File: src/rtl/rc4_key_search_ctrl.sv
// ---------------------------------------------------------------------------
// rc4_key_search_ctrl
//
// Brute-force RC4 key search sequencer. For each candidate key it runs the
// S-init, KSA-shuffle and decrypt engines one after another, hands the s_mem
// port to each engine in turn, and then reads the decrypted message back out
// of d_mem. A key is accepted when every byte is a lowercase letter or a
// space. Otherwise the next key is tried, until KEY_MAX is exhausted.
//
// Ports
//   clk                       single clock, all state changes on posedge
//   reset                     synchronous, active-high
//   start                     level request to begin a search (ignored while busy)
//   init_start/shuf_start/dec_start  one-cycle engine start pulses
//   init_done/shuf_done/dec_done     one-cycle engine completion pulses
//   s_grant[1:0]              s_mem owner: 00 none, 01 init, 10 shuffle, 11 decrypt
//   d_sel                     d_mem owner: 0 decrypt engine, 1 checker
//   key[23:0]                 current candidate key
//   d_addr[7:0]               checker read address into d_mem
//   d_q[7:0]                  d_mem read data, valid 2 cycles after d_addr
//   busy/done/found/fail      search status
// ---------------------------------------------------------------------------
module rc4_key_search_ctrl #(
   parameter logic [23:0] KEY_MAX = 24'h3FFFFF,
   parameter int          MSG_LEN = 32
) (
   input  logic        clk,
   input  logic        reset,
   input  logic        start,
   output logic        init_start,
   output logic        shuf_start,
   output logic        dec_start,
   input  logic        init_done,
   input  logic        shuf_done,
   input  logic        dec_done,
   output logic [1:0]  s_grant,
   output logic        d_sel,
   output logic [23:0] key,
   output logic [7:0]  d_addr,
   input  logic [7:0]  d_q,
   output logic        busy,
   output logic        done,
   output logic        found,
   output logic        fail
);

   localparam logic [7:0] LAST_IDX = 8'(MSG_LEN - 1);

   typedef enum logic [3:0] {
      IDLE, INIT, W_INIT, SHUF, W_SHUF, DEC, W_DEC,
      CHK_ADDR, CHK_WAIT, CHK_DATA, NEXT_KEY, FOUND, FAIL
   } state_t;

   state_t      state_q, state_d;
   logic [23:0] key_q, key_d;
   logic [7:0]  k_q, k_d;
   logic        done_q, done_d;
   logic        found_q, found_d;
   logic        fail_q, fail_d;

   logic        byte_ok;

   // Accepted plaintext alphabet: 'a'..'z' or ' '.
   assign byte_ok = ((d_q >= 8'd97) && (d_q <= 8'd122)) || (d_q == 8'd32);

   // NOTE: every register here, including the status flags, is cleared by the
   // synchronous reset so the block comes out of reset in a known, idle state.
   always_ff @(posedge clk) begin
      if (reset) begin
         state_q <= IDLE;
         key_q   <= '0;
         k_q     <= '0;
         done_q  <= 1'b0;
         found_q <= 1'b0;
         fail_q  <= 1'b0;
      end else begin
         // NOTE: non-blocking assignments so all registers update together
         // from the values sampled at this edge.
         state_q <= state_d;
         key_q   <= key_d;
         k_q     <= k_d;
         done_q  <= done_d;
         found_q <= found_d;
         fail_q  <= fail_d;
      end
   end

   always_comb begin
      // NOTE: every output and next-state value gets a default first so no
      // path through the case statement can infer a latch.
      state_d    = state_q;
      key_d      = key_q;
      k_d        = k_q;
      done_d     = done_q;
      found_d    = found_q;
      fail_d     = fail_q;
      init_start = 1'b0;
      shuf_start = 1'b0;
      dec_start  = 1'b0;
      s_grant    = 2'b00;
      d_sel      = 1'b0;
      d_addr     = 8'd0;
      busy       = 1'b1;

      case (state_q)
         IDLE: begin
            busy = 1'b0;
            if (start) begin
               state_d = INIT;
               key_d   = '0;
               k_d     = '0;
               done_d  = 1'b0;
               found_d = 1'b0;
               fail_d  = 1'b0;
            end
         end

         INIT: begin
            init_start = 1'b1;
            s_grant    = 2'b01;
            state_d    = W_INIT;
         end
         W_INIT: begin
            s_grant = 2'b01;
            if (init_done) state_d = SHUF;
         end

         SHUF: begin
            shuf_start = 1'b1;
            s_grant    = 2'b10;
            state_d    = W_SHUF;
         end
         W_SHUF: begin
            s_grant = 2'b10;
            if (shuf_done) state_d = DEC;
         end

         DEC: begin
            dec_start = 1'b1;
            s_grant   = 2'b11;
            state_d   = W_DEC;
         end
         W_DEC: begin
            s_grant = 2'b11;
            if (dec_done) begin
               state_d = CHK_ADDR;
               k_d     = '0;
            end
         end

         // Address is held for three cycles so the 2-cycle d_mem latency
         // lands the byte in CHK_DATA.
         CHK_ADDR: begin
            d_sel   = 1'b1;
            d_addr  = k_q;
            state_d = CHK_WAIT;
         end
         CHK_WAIT: begin
            d_sel   = 1'b1;
            d_addr  = k_q;
            state_d = CHK_DATA;
         end
         CHK_DATA: begin
            d_sel  = 1'b1;
            d_addr = k_q;
            if (!byte_ok) begin
               state_d = NEXT_KEY;
            end else if (k_q == LAST_IDX) begin
               state_d = FOUND;
               found_d = 1'b1;
               done_d  = 1'b1;
            end else begin
               k_d     = k_q + 8'd1;
               state_d = CHK_ADDR;
            end
         end

         // Every new key needs a fresh S table, so loop back to INIT.
         NEXT_KEY: begin
            if (key_q == KEY_MAX) begin
               state_d = FAIL;
               fail_d  = 1'b1;
               done_d  = 1'b1;
            end else begin
               key_d   = key_q + 24'd1;
               state_d = INIT;
            end
         end

         // The winning / last key is visible for this one cycle; key returns
         // to zero in IDLE while the status flags are held.
         FOUND: begin
            busy    = 1'b0;
            key_d   = '0;
            state_d = IDLE;
         end
         FAIL: begin
            busy    = 1'b0;
            key_d   = '0;
            state_d = IDLE;
         end

         default: state_d = IDLE;
      endcase
   end

   assign key   = key_q;
   assign done  = done_q;
   assign found = found_q;
   assign fail  = fail_q;

endmodule

File: config.mk
export PLATFORM = sky130hd
export DESIGN_NAME = rc4_key_search_ctrl
export DESIGN_NICKNAME = d
export VERILOG_FILES = /design/src/rtl/rc4_key_search_ctrl.sv
export SDC_FILE = /design/constraint.sdc
export NUM_CORES = 1
export LEC_CHECK = 0
export BUFFER_PORTS_ARGS = -buffer_cell sky130_fd_sc_hd__buf_2
export CORE_ASPECT_RATIO = 1.2
export CORE_UTILIZATION = 55
export CTS_BUF_LIST = sky130_fd_sc_hd__clkbuf_2
export CTS_CLUSTER_DIAMETER = 120
export CTS_CLUSTER_SIZE = 25
export DETAILED_ROUTE_END_ITERATION = 8
export HOLD_SLACK_MARGIN = 0.08
export PLACE_DENSITY_LB_ADDON = 0.1
export SYNTH_ARGS = -nofsm -noshare
export SYNTH_HDL_FRONTEND = slang
export SYNTH_SLANG_ARGS = --single-unit
File: constraint.sdc
create_clock -name clk -period 2.3 [get_ports clk]
set_clock_uncertainty 0.2 [all_clocks]
set_input_delay 0.46 -clock clk [delete_from_list [all_inputs] [get_ports clk]]
set_output_delay 0.46 -clock clk [all_outputs]
set_load 0.05 [all_outputs]
==> run metrics <==
Synth top cells by count nor2_1, dfxtp_1, nand2_1, xnor2_1, nand3_1; Synth top area share 35.0%; CP max stage cell dfxtp_2; failing checks setup timing; Final Hold Fails 0; largest net degree at the start of global routing 23; Post-Syn Area 2230 um^2; run status complete, but fails checks; Routability Congestion 0.841; HP Class input port to flop; via count of the routed design 2,328; clk buf depth 2; Slew @ Worst Pin 0.419 ns; post-route clock period utilization 100%; Die Y 71.8 um; main flop type after synthesis dfxtp_1; CP Max Fanout 3; power share of the sequential group 36.7%; I/O pin count 56; Diodes inserted 0; Synth cell types 55; Clk pin slew, worst setup/hold paths 0.23 ns; CTS Buf Count 5; Synth-to-Final Area Change 43.1%; sequential share of the synthesized area 35.0%; initial antenna violation count 0; maximum vdd drop approximately 500 uV; worst path required time 1.64 ns; WS Path Type flop to output port; area leader, netlist dfxtp_1; syn nets 287; Rows 25; first-pass GRT wire length a little over 9 mm; Post-CTS Hold Fix Bufs 0; number of remaining DRC errors 0; Starting Density 57.1%; Routed WL per cell 15.5 um; crit-path cells buf_6 -> or3_4 -> a21oi_2 -> nor2_2 -> buf_6; crit-path most repeated cell buf_6; Syn Inst Count ~270; switching share of power 35.1%; startpoint types flop; Total Wirelength 6.43 mm; Avg Vias per Cell approximately 5.6; Clk Latency, worst-skew pair ~0.42 ns; Filler Cell Count 253; Fmax 434 MHz; Die X about 60 um; min Tclk post-route 2.30 ns; endpoint class of the critical path output port; Nets 376; count leader, synth nor2_1; final setup fails 1; Arr. time, crit path 1.64 ns; Finished Core Util 81.6%; fin. max-slew vios 0; Top delay family on crit path simple AND/OR/NAND/NOR gates; Relative slew margins 71.9%; total gr overflow 0; Int Pwr 1.32 mW; leakage power ~1.3 nW; Ys Warns 0; setup tns final -0.00152 ns; Tot GR Track Use 27.5%; Logic pwr share 36.8%; worst path bufs/invs 2; DIE AREA approximately 4300 um^2; Starting DRT DRC Count 153; count of max-cap constraint violations 0; P_sw 0.714 mW; crit-path max cell delay approximately 0.38 ns; number of port buffers 55; clock power share between 20% and 30%; Post-synth EDFFs 0; CTS tree yes; vias in the first global route 2,082; drt first pass iters 5; Worst Setup Slack, final -0.00152 ns; Pwr Density 636 nW/um^2; H-tree lvl count 2; HPWL Detailed approximately 3.9 mm; CTS root buf clkbuf_2; Seq cells post-synth 39; asr flop ratio synth 0%; syn_area_per_cell just over 8 um^2; RSZ-0062 raised after global routing yes; post-route ant nets 0; Area contributors post-synth dfxtp_1, nor2_1, xnor2_1, nand3_1, nor2b_1; CTS sink cnt 39; core area just under 4000 um^2; layout cells sized above 1 44.0%
## metrics by stage
stage	total power, mW	setup slack (ns)	hold WS, ns	area, um^2	cells
after floorplan	1.13	-0.0812	0.284	2250	271
after global placement	1.31	0.0368	0.248	2740	394
after detailed placement	1.31	-0.00868	0.238	2740	394
after CTS	1.90	-0.0174	0.142	3000	408
after global routing	2.10	-0.0830	0.125	3190	415
final	2.03	-0.00152	0.152	3190	415
## metal layers
metal / part of all wire (%) / track usage [%]
met5: 0 / 0
met4: 1.4 / 10.6
met3: 4.0 / 5.42
met2: 52 / 47.5
met1: 42 / 32.6
## timing repair
item | CTS | global route
endpoints found under the setup margin | 13 | 26
gates resized for setup | 38 | 36
pin swaps | 2 | 10
setup buffers | 6 | 6
gates cloned | 0 | 1
## cells by family (layout without fill, tap and decap cells)
group / after synthesis / after routing / share of synthesized area (%)
xor gates and xnor gates: 24 / 24 / 9.42
DFF: 39 / 39 / 35.0
AOI/OAI and AO/OA: 43 / 44 / 14.9
adders and majority gates: 2 / 2 / 1.12
muxes: 1 / 1 / 0.449
buffers and inverters: 18 / 107 / 3.31
and+or+nand+nor: 144 / 144 / 35.8
## layout make-up
| class | count | area (um^2) | share of cell area (%) |
|---|---|---|---|
| multi-input combinational | 215 | 1550 | 48.5 |
| clock buffer | 5 | 25.0 | 0.784 |
| tap | 54 | 67.6 | 2.12 |
| sequential | 39 | 807 | 25.3 |
| inverter | 9 | 33.8 | 1.06 |
| clock inverter | 3 | 67.6 | 2.12 |
| timing repair buffer | 90 | 642 | 20.1 |
## power by group through the flow
stage	Sequential (mW)	Combinational [mW]	Clock, mW
after floorplan	0.729	0.406	0
after detailed placement	0.748	0.564	0
after CTS	0.737	0.622	0.545
after global routing	0.747	0.785	0.572
final	0.745	0.748	0.538
after global placement	0.748	0.557	0
## placed cells by master (no fill, tap or decap), drive strengths merged, types with 2 or more instances in the layout
master,count
xnor2,18
xor2,6
nand3,14
and3,5
nand4,9
and2,3
nor3,13
inv,9
o21ba,2
or3,3
a22oi,2
bufinv,2
o21ai,6
a211oi,2
or4,3
nand2b,4
ha,2
o21a,4
and4,2
dfxtp,39
a21o,3
buf,88
a211o,2
nor2b,11
a31oi,2
nand2,18
nor2,44
clkbuf,7
nor3b,6
a21oi,10
nor4,4
o211ai,2
## flip-flops by register name, summed over array words and instances, names as in the netlist
signal / count
k_q: 8
key: 24
done: 1
found: 1
fail: 1
state_q: 4
## worst paths after layout
| path | startpoint | end | slack, ns | cells past startpoint |
|---|---|---|---|---|
| setup reg to reg | state_q[3]$_SDFFE_PP0P_ | key[11]$_SDFFE_PP0P_ | -0.002 | 8 |
| hold / removal | reset | key[1]$_SDFFE_PP0P_ | 0.15 | 2 |
| setup / recovery | state_q[1]$_SDFFE_PP0P_ | busy | -0.002 | 5 |
| hold reg to reg | done$_SDFFE_PP0P_ | done$_SDFFE_PP0P_ | 0.28 | 2 |
No activity file was read; power rests on OpenSTA's default activity.
